[src/rtl/lsu_if.sv]
`default_nettype none
// ============================================================================
// lsu_if : request/response and memory-side bus bundle for lsu_unit
// Rev 1.0
// ============================================================================
interface lsu_if;
    // execute-stage request
    logic        req_valid;
    logic        req_ready;
    logic        req_wen;
    logic [31:0] req_addr;
    logic [1:0]  req_size;
    logic        req_unsigned;
    logic [31:0] req_wdata;

    // completion towards register file
    logic        resp_valid;
    logic [31:0] resp_rdata;
    logic        resp_err;

    // memory port
    logic        mem_valid;
    logic        mem_ready;
    logic [31:0] mem_addr;
    logic        mem_wen;
    logic [3:0]  mem_wmask;
    logic [31:0] mem_wdata;
    logic        mem_rvalid;
    logic [31:0] mem_rdata;

    modport slave (
        input  req_valid, req_wen, req_addr, req_size, req_unsigned, req_wdata,
        output req_ready,
        output resp_valid, resp_rdata, resp_err,
        output mem_valid, mem_addr, mem_wen, mem_wmask, mem_wdata,
        input  mem_ready, mem_rvalid, mem_rdata
    );

    modport master (
        output req_valid, req_wen, req_addr, req_size, req_unsigned, req_wdata,
        input  req_ready,
        input  resp_valid, resp_rdata, resp_err,
        input  mem_valid, mem_addr, mem_wen, mem_wmask, mem_wdata,
        output mem_ready, mem_rvalid, mem_rdata
    );
endinterface
`default_nettype wire

[src/rtl/lsu_unit.sv]
`default_nettype none
// ============================================================================
// lsu_unit : single-outstanding load/store unit with alignment checks,
//            byte-lane steering, load extension and a request timeout
// Rev 1.0
// ============================================================================
module lsu_unit #(
    parameter int TIMEOUT = 255
) (
    input  wire logic clk,
    input  wire logic rst,
    lsu_if.slave      bus
);

    localparam int CNT_W = (TIMEOUT < 2) ? 1 : $clog2(TIMEOUT + 1);

    typedef enum logic [1:0] {
        S_IDLE  = 2'd0,
        S_ISSUE = 2'd1,
        S_WAIT  = 2'd2,
        S_RESP  = 2'd3
    } state_t;

    state_t             state_q, state_d;
    logic               wen_q, wen_d;
    logic [31:0]        addr_q, addr_d;
    logic [1:0]         size_q, size_d;
    logic               uns_q, uns_d;
    logic [31:0]        wdata_q, wdata_d;
    logic [CNT_W-1:0]   cnt_q, cnt_d;
    logic [31:0]        rdata_q, rdata_d;
    logic               err_q, err_d;

    logic               req_bad;
    logic [CNT_W-1:0]   cnt_inc;
    logic               cnt_hit;
    logic [31:0]        rd_shift;
    logic [31:0]        load_data;
    logic [3:0]         wmask;

    // Alignment / size legality is judged on the live request so the error
    // path can skip ISSUE entirely.
    always_comb begin
        req_bad = 1'b0;
        unique case (bus.req_size)
            2'b00:   req_bad = 1'b0;
            2'b01:   req_bad = bus.req_addr[0];
            2'b10:   req_bad = |bus.req_addr[1:0];
            default: req_bad = 1'b1;
        endcase
    end

    assign cnt_inc = cnt_q + CNT_W'(1);
    assign cnt_hit = (cnt_inc == CNT_W'(TIMEOUT));

    always_comb begin
        rd_shift  = bus.mem_rdata >> {addr_q[1:0], 3'b000};
        load_data = rd_shift;
        unique case (size_q)
            2'b00:   load_data = {{24{~uns_q & rd_shift[7]}},  rd_shift[7:0]};
            2'b01:   load_data = {{16{~uns_q & rd_shift[15]}}, rd_shift[15:0]};
            default: load_data = rd_shift;
        endcase
    end

    always_comb begin
        wmask = 4'b0000;
        if (wen_q) begin
            unique case (size_q)
                2'b00:   wmask = 4'b0001 << addr_q[1:0];
                2'b01:   wmask = 4'b0011 << addr_q[1:0];
                2'b10:   wmask = 4'b1111;
                default: wmask = 4'b0000;
            endcase
        end
    end

    always_comb begin
        state_d = state_q;
        wen_d   = wen_q;
        addr_d  = addr_q;
        size_d  = size_q;
        uns_d   = uns_q;
        wdata_d = wdata_q;
        cnt_d   = cnt_q;
        rdata_d = rdata_q;
        err_d   = err_q;

        unique case (state_q)
            S_IDLE: begin
                if (bus.req_valid) begin
                    wen_d   = bus.req_wen;
                    addr_d  = bus.req_addr;
                    size_d  = bus.req_size;
                    uns_d   = bus.req_unsigned;
                    wdata_d = bus.req_wdata;
                    cnt_d   = '0;
                    if (req_bad) begin
                        state_d = S_RESP;
                        rdata_d = 32'h0;
                        err_d   = 1'b1;
                    end else begin
                        state_d = S_ISSUE;
                    end
                end
            end
            S_ISSUE: begin
                cnt_d = cnt_inc;
                if (cnt_hit) begin
                    state_d = S_RESP;
                    rdata_d = 32'h0;
                    err_d   = 1'b1;
                end else if (bus.mem_ready) begin
                    state_d = S_WAIT;
                end
            end
            S_WAIT: begin
                cnt_d = cnt_inc;
                // A response arriving on the timeout cycle still counts as success.
                if (bus.mem_rvalid) begin
                    state_d = S_RESP;
                    rdata_d = wen_q ? 32'h0 : load_data;
                    err_d   = 1'b0;
                end else if (cnt_hit) begin
                    state_d = S_RESP;
                    rdata_d = 32'h0;
                    err_d   = 1'b1;
                end
            end
            default: begin
                state_d = S_IDLE;
            end
        endcase
    end

    always_ff @(posedge clk or posedge rst) begin
        if (rst) begin
            state_q <= S_IDLE;
            wen_q   <= 1'b0;
            addr_q  <= 32'h0;
            size_q  <= 2'b00;
            uns_q   <= 1'b0;
            wdata_q <= 32'h0;
            cnt_q   <= '0;
            rdata_q <= 32'h0;
            err_q   <= 1'b0;
        end else begin
            state_q <= state_d;
            wen_q   <= wen_d;
            addr_q  <= addr_d;
            size_q  <= size_d;
            uns_q   <= uns_d;
            wdata_q <= wdata_d;
            cnt_q   <= cnt_d;
            rdata_q <= rdata_d;
            err_q   <= err_d;
        end
    end

    // Outputs decode directly from flops, so reset clears them without a clock.
    assign bus.req_ready  = (state_q == S_IDLE);
    assign bus.mem_valid  = (state_q == S_ISSUE);
    assign bus.resp_valid = (state_q == S_RESP);
    assign bus.resp_rdata = rdata_q;
    assign bus.resp_err   = err_q;
    assign bus.mem_addr   = {addr_q[31:2], 2'b00};
    assign bus.mem_wen    = wen_q;
    assign bus.mem_wmask  = wmask;
    assign bus.mem_wdata  = wdata_q << {addr_q[1:0], 3'b000};

endmodule
`default_nettype wire

[src/flat_wrapper.sv]
// flat-port wrapper written by rule: the top's interface ports become plain ports
module lsu_unit_flat 
#(
    parameter int TIMEOUT = 255
)
  (clk, rst, bus_req_valid, bus_req_wen, bus_req_addr, bus_req_size, bus_req_unsigned, bus_req_wdata, bus_req_ready, bus_resp_valid, bus_resp_rdata, bus_resp_err, bus_mem_valid, bus_mem_addr, bus_mem_wen, bus_mem_wmask, bus_mem_wdata, bus_mem_ready, bus_mem_rvalid, bus_mem_rdata);
  lsu_if bus_i ();
  input  wire logic clk;
  input  wire logic rst;
  input wire logic [$bits(bus_i.req_valid)-1:0] bus_req_valid;
  input wire logic [$bits(bus_i.req_wen)-1:0] bus_req_wen;
  input wire logic [$bits(bus_i.req_addr)-1:0] bus_req_addr;
  input wire logic [$bits(bus_i.req_size)-1:0] bus_req_size;
  input wire logic [$bits(bus_i.req_unsigned)-1:0] bus_req_unsigned;
  input wire logic [$bits(bus_i.req_wdata)-1:0] bus_req_wdata;
  output wire logic [$bits(bus_i.req_ready)-1:0] bus_req_ready;
  output wire logic [$bits(bus_i.resp_valid)-1:0] bus_resp_valid;
  output wire logic [$bits(bus_i.resp_rdata)-1:0] bus_resp_rdata;
  output wire logic [$bits(bus_i.resp_err)-1:0] bus_resp_err;
  output wire logic [$bits(bus_i.mem_valid)-1:0] bus_mem_valid;
  output wire logic [$bits(bus_i.mem_addr)-1:0] bus_mem_addr;
  output wire logic [$bits(bus_i.mem_wen)-1:0] bus_mem_wen;
  output wire logic [$bits(bus_i.mem_wmask)-1:0] bus_mem_wmask;
  output wire logic [$bits(bus_i.mem_wdata)-1:0] bus_mem_wdata;
  input wire logic [$bits(bus_i.mem_ready)-1:0] bus_mem_ready;
  input wire logic [$bits(bus_i.mem_rvalid)-1:0] bus_mem_rvalid;
  input wire logic [$bits(bus_i.mem_rdata)-1:0] bus_mem_rdata;
  assign bus_i.req_valid = bus_req_valid;
  assign bus_i.req_wen = bus_req_wen;
  assign bus_i.req_addr = bus_req_addr;
  assign bus_i.req_size = bus_req_size;
  assign bus_i.req_unsigned = bus_req_unsigned;
  assign bus_i.req_wdata = bus_req_wdata;
  assign bus_req_ready = bus_i.req_ready;
  assign bus_resp_valid = bus_i.resp_valid;
  assign bus_resp_rdata = bus_i.resp_rdata;
  assign bus_resp_err = bus_i.resp_err;
  assign bus_mem_valid = bus_i.mem_valid;
  assign bus_mem_addr = bus_i.mem_addr;
  assign bus_mem_wen = bus_i.mem_wen;
  assign bus_mem_wmask = bus_i.mem_wmask;
  assign bus_mem_wdata = bus_i.mem_wdata;
  assign bus_i.mem_ready = bus_mem_ready;
  assign bus_i.mem_rvalid = bus_mem_rvalid;
  assign bus_i.mem_rdata = bus_mem_rdata;
  lsu_unit #(.TIMEOUT(TIMEOUT)) u_core (.clk(clk), .rst(rst), .bus(bus_i));
endmodule
[config.mk]
export PLATFORM = sky130hd
export DESIGN_NAME = lsu_unit_flat
export DESIGN_NICKNAME = d
export VERILOG_FILES = /design/src/rtl/lsu_if.sv /design/src/rtl/lsu_unit.sv /design/src/flat_wrapper.sv
export SDC_FILE = /design/constraint.sdc
export NUM_CORES = 1
export LEC_CHECK = 0
export ABC_CLOCK_PERIOD_IN_PS = 3800
export CAP_MARGIN = 5
export CORE_MARGIN = 4
export CORE_UTILIZATION = 40
export DETAILED_ROUTE_END_ITERATION = 8
export GPL_TIMING_DRIVEN = 0
export PLACE_DENSITY = 0.71
export SYNTH_ARGS = -nofsm -noshare
export SYNTH_HDL_FRONTEND = slang
export SYNTH_SLANG_ARGS = --single-unit
export TNS_END_PERCENT = 5
[constraint.sdc]
create_clock -name clk -period 3.8 [get_ports clk]
set_input_delay 0.76 -clock clk [delete_from_list [all_inputs] [get_ports clk]]
set_output_delay 0.76 -clock clk [all_outputs]
set_load 0.01 [all_outputs]
== Word level (Yosys, flattened, before mapping) ==
Index checks and enable logic that the tools add are counted.

* Input bits: 105
* Flip-flop bits (word level): 111
* Word-level logic and storage cells: 64

* $add $sub $neg: 1
* Equal/unequal tests: 12
* Bitwise logic cells: 3
* Shift-type cells: 4
* Reduce and logical (&&, ||, !) cells: 11
* Mux-type cells: 24

{| class="wikitable"
|+ Operators by type and width
! kind !! count
|-
| two-way mux 32 bit || 5
|-
| one-hot mux 32 bit (3 select lines) || 1
|-
| one-hot mux 32 bit (2 select lines) || 1
|-
| << shifter 32 x 5 -> 32 bit || 1
|-
| right shift 32 x 5 -> 32 bit || 1
|-
| one-hot mux 8 bit (2 select lines) || 1
|-
| two-way mux 2 bit || 6
|-
| one-hot mux 4 bit (3 select lines) || 1
|-
| adder 8 x 1 -> 8 bit, second input constant || 1
|-
| equality test 2 bit, second input constant || 4
|-
| equality test 8 bit, second input constant || 1
|-
| two-way mux 8 bit || 1
|-
| equality test 2 x 1 -> 1 bit, second input constant || 3
|-
| zero test 2 bit || 3
|-
| one-hot mux 1 bit (3 select lines) || 2
|-
| one-hot mux 2 bit (3 select lines) || 1
|-
| AND reduction 3 bit || 2
|-
| two-way mux 1 bit || 4
|-
| two-way mux 4 bit || 1
|-
| AND reduction 2 bit || 2
|-
| OR reduction 2 bit || 2
|-
| << shifter 1 x 2 -> 4 bit, first input constant || 1
|-
| << shifter 2 x 2 -> 4 bit, first input constant || 1
|-
| inequality test 3 x 1 -> 1 bit, second input constant || 1
|-
| 7 further kinds || 8
|}

== Depth between registers and ports, before layout ==
* Depth in word-level cells: 6
* Depth in mapped cells: 9
* Mapped depth without buffers: 7

== Worst setup path after synthesis ==
No wires, ideal clock.

* Path type: reg2out
* From: reg u_core.addr_q[1]
* To: out bus_mem_wmask[3]
* Data arrival time: 1.824 ns
* Buffers on the path: 4
* Stages on the path, launching flop included: 7
* Setup slack: 1.216 ns
* Cell sequence: dfrtp_1 > buf_2 > clkbuf_1 > buf_1 > clkbuf_1 > o21ai_0 > a21oi_1

* Word-level cells in the longest chain between the ends: 3
* Elaborated cells between the ends (all ways): 4
* Those cells by class: 2 x shift; 2 x mux

{| class="wikitable"
|+ RTL lines
! what !! RTL line !! RTL
|-
| start: declaration || lsu_unit.sv:26 || <nowiki>logic [31:0] addr_q, addr_d;</nowiki>
|-
| start signal: assignment || lsu_unit.sv:150 || <nowiki>addr_q <= addr_d;</nowiki>
|-
| << shifter 2 x 2 -> 4 bit / << shifter 1 x 2 -> 4 bit (equally long branches) || lsu_unit.sv:71, lsu_unit.sv:70 ||
|-
| one-hot mux 4 bit (3 select lines) * || lsu_unit.sv:69 || <nowiki>unique case (size_q)</nowiki>
|-
| two-way mux 4 bit * || lsu_unit.sv:68 || <nowiki>if (wen_q) begin</nowiki>
|-
| end: declaration || flat_wrapper.sv:23 || <nowiki>output wire logic [$bits(bus_i.mem_wmask)-1:0] bus_mem_wmask;</nowiki>
|}

Every way passes the cells marked *; elsewhere a longest branch is shown, timed or not.

== Worst setup path in the final report ==
Ends and elaborated chain as after synthesis.

==> impl_metrics.json <==
{
  "outcome": "finished clean",
  "fin_util_pct": 58.1,
  "gp_congestion": 0.865,
  "post-cts-setup-buffer-count": 0,
  "antenna_found_initial": 0,
  "viasPerCell": 5.41,
  "synth_edf_count": 0,
  "finalNonFillerCells": 1017,
  "firstDrtPassIters": 5,
  "wirelength_um": 19600,
  "rrSetupSlack_ps": 1230,
  "worst_slack_ps": 85.5,
  "ctsHoldBuffers": 0,
  "slew_violations": 0,
  "nFillCells": 1324,
  "period_needed_ps": 3710,
  "comb_power_share_pct": 61.2,
  "grt_pass1_vias": 5856,
  "finalSetupViolations": 0,
  "power_frac_clock_pct": 11.8,
  "cts_num_sinks": 111,
  "dieWidth_um": 133,
  "synth_async_sr_flop_share_pct": 100,
  "cts_buffers": 9,
  "tritoncts": "done",
  "area_growth_pct": 42.4,
  "regArea_um2": 2780,
  "pin_count": 210,
  "multi_input_area_um2": 2970,
  "cts_max_path_buffers": 2,
  "startpoint_type": "flop",
  "syn_inst": 604,
  "rsz0062_at_grt": "yes",
  "syn_area_um2": 6210,
  "worst_pin_slew_ps": 745,
  "synth_cell_types": 53,
  "cp_max_fo": 10,
  "grt_overflow": 0,
  "power_frac_seq_pct": 27.0,
  "power.total_uw": 7850,
  "portBuffers": 207,
  "via_count": 5504,
  "dp.final_hpwl_um": 15000,
  "grt_pass1_wl_um": 30900,
  "ys_seq_elements": 111,
  "dp.cells": 1001,
  "p_int_uw": 4700,
  "final_common_cell": "clkdlybuf4s50_1",
  "clk_pin_slew_ps": 70,
  "ys_warn_count": 0,
  "ir_drop_uv": 387,
  "core_um2": 15200,
  "worstHoldPathType": "flop to flop",
  "dieArea_um2": 17600,
  "fin_worst_skew_ps": 6.98,
  "crit_path_end_kind": "output port",
  "critPathKind": "flop to output port",
  "postSynthAreaPerCell_um2": 10.3,
  "yosysSeqAreaShare_pct": 44.8,
  "antennaDiodeCount": 0,
  "grt_max_degree": 73,
  "die_h_um": 133,
  "grt_usage_pct": 21.8,
  "p_sw_share_pct": 40.1,
  "wl_per_cell_um": 19.3,
  "nets": 935,
  "row_count": 45,
  "ys.flop_type": "dfrtp_1",
  "leakage_uw": 0.00371,
  "max-cap-violations": 0,
  "drtIter0Drc": 333,
  "clkLatencyLatePin_ps": 350,
  "worstPathArrival_ps": 2950,
  "switchingPower_uw": 3150,
  "root_buffer": "clkbuf_16",
  "layout_common_cells": "207 x clkdlybuf4s50_1, 111 x dfrtp_1, 77 x mux2_2, 60 x nand2_1, 39 x o21ai_0",
  "drive_gt1_share_pct": 18.2,
  "cts_max_level": 3,
  "post-route-period-util_pct": 97.8,
  "cp_data_required_time_ps": 3040,
  "initial_core_util_pct": 40.8,
  "drcViolationCount": 0,
  "drtAntennaViolNets": 0,
  "p_per_area_nw_per_um2": 888,
  "max_freq_ghz": 0.269,
  "finalHoldViolCount": 0,
  "max_slew_margin_pct": 50.3,
  "dp_slack_ps": 8.61
}
==> per-layer routing <==
layer | track usage, % | routed length, um | vias up
met5 | 0 | 0 | -
li1 | - | - | 2565
met3 | 7.64 | 1730 | 23
met1 | 25.7 | 8000 | 2678
met2 | 37.4 | 9520 | 238
met4 | 7.10 | 353 | 0
==> sequential cells by signal, indices dropped and copies added (netlist names) <==
name	count
u_core.addr_q	32
u_core.bus.mem_wen	1
u_core.bus.resp_err	1
u_core.bus.resp_rdata	32
u_core.cnt_q	8
u_core.size_q	2
u_core.state_q	2
u_core.uns_q	1
u_core.wdata_q	32
==> power by group through the flow <==
| stage | registers [uW] | clock network (uW) | logic [uW] |
|---|---|---|---|
| floorplan | 2080 | 0 | 2750 |
| global placement | 2110 | 0 | 4680 |
| detailed placement | 2140 | 0 | 4790 |
| CTS | 2120 | 947 | 4820 |
| global route | 2190 | 999 | 5170 |
| finish | 2120 | 927 | 4800 |
==> synthesized netlist by cell type (6+ instances only) <==
cell type	number	share of area (%)
dfrtp_1	111	45
ha_1	6	1.2
o2bb2ai_1	8	1.1
buf_1	13	0.79
o21ai_0	39	3.1
mux2i_1	33	5.3
clkbuf_1	22	1.3
a31oi_1	8	0.81
and2_1	10	1.0
o211ai_1	8	0.97
mux2_2	77	14
a31o_2	7	0.99
nand2_1	60	3.6
inv_1	16	0.97
o31ai_1	8	0.97
nor2b_1	16	1.6
o22ai_1	7	0.71
a22o_1	12	1.7
a21oi_1	36	2.9
a211oi_1	8	0.97
buf_4	32	3.9
nor2_1	20	1.2
==> final timing paths <==
check / startpoint / endpoint / depth (start not counted)
max in group asynchronous: rst / u_core.bus.resp_rdata[11] / 3
hold / removal: u_core.wdata_q[25] / u_core.wdata_q[25] / 1
min in group asynchronous: rst / u_core.addr_q[9] / 2
setup / recovery: u_core.addr_q[1] / bus_mem_wmask[3] / 7
hold reg to reg: u_core.wdata_q[25] / u_core.wdata_q[25] / 1
setup reg to reg: u_core.cnt_q[1] / u_core.bus.resp_rdata[16] / 9
==> cell type report <==
class / count / share of cell area (%)
multi-input combinational: 407 / 33.6
tap: 188 / 2.66
clock inverter: 5 / 0.354
buffer: 71 / 4.66
timing repair buffer: 208 / 23.8
inverter: 16 / 0.708
clock buffer: 11 / 2.86
sequential: 111 / 31.4
==> stage by stage <==
| step | hold WS, ps | instance area (um2) | setup TNS (ps) |
|---|---|---|---|
| 2_1_floorplan | 463 | 6210 | 0 |
| 3_3_place_gp | 480 | 8520 | -169330 |
| 6_report | 497 | 8840 | 0 |
| 3_5_place_dp | 485 | 8550 | 0 |
| 5_1_grt | 506 | 8840 | -92.4 |
| 4_1_cts | 501 | 8840 | 0 |
==> worst max-delay path, stage by stage (launching register included) <==
cell and delay (ps):
dfrtp_1 350, buf_2 240, clkbuf_1 410, buf_2 360
clkbuf_2 340, o21ai_0 150, a21oi_1 160, clkdlybuf4s50_1 590
==> what timing repair did <==
| action | in CTS | in global routing |
|---|---|---|
| resized for setup | 4 | 4 |
| pin swaps | 0 | 0 |
| endpoints found under the setup margin | 22 | 15 |
==> logic make-up (layout without fill, tap and decap cells) <==
logic type | count (synthesis) | after routing | synth area share [%]
AND/OR/NAND/NOR | 131 | 131 | 10.4
adder cells (fa/ha/maj) | 6 | 6 | 1.21
other | 1 | 2 | 0.0604
multiplexers | 110 | 110 | 19.3
flip-flops | 111 | 111 | 44.8
buffers and inverters | 87 | 311 | 7.48
AO/OA/AOI/OAI | 156 | 156 | 16.5
XOR/XNOR | 2 | 2 | 0.282
No activity file was read; power rests on OpenSTA's default activity.
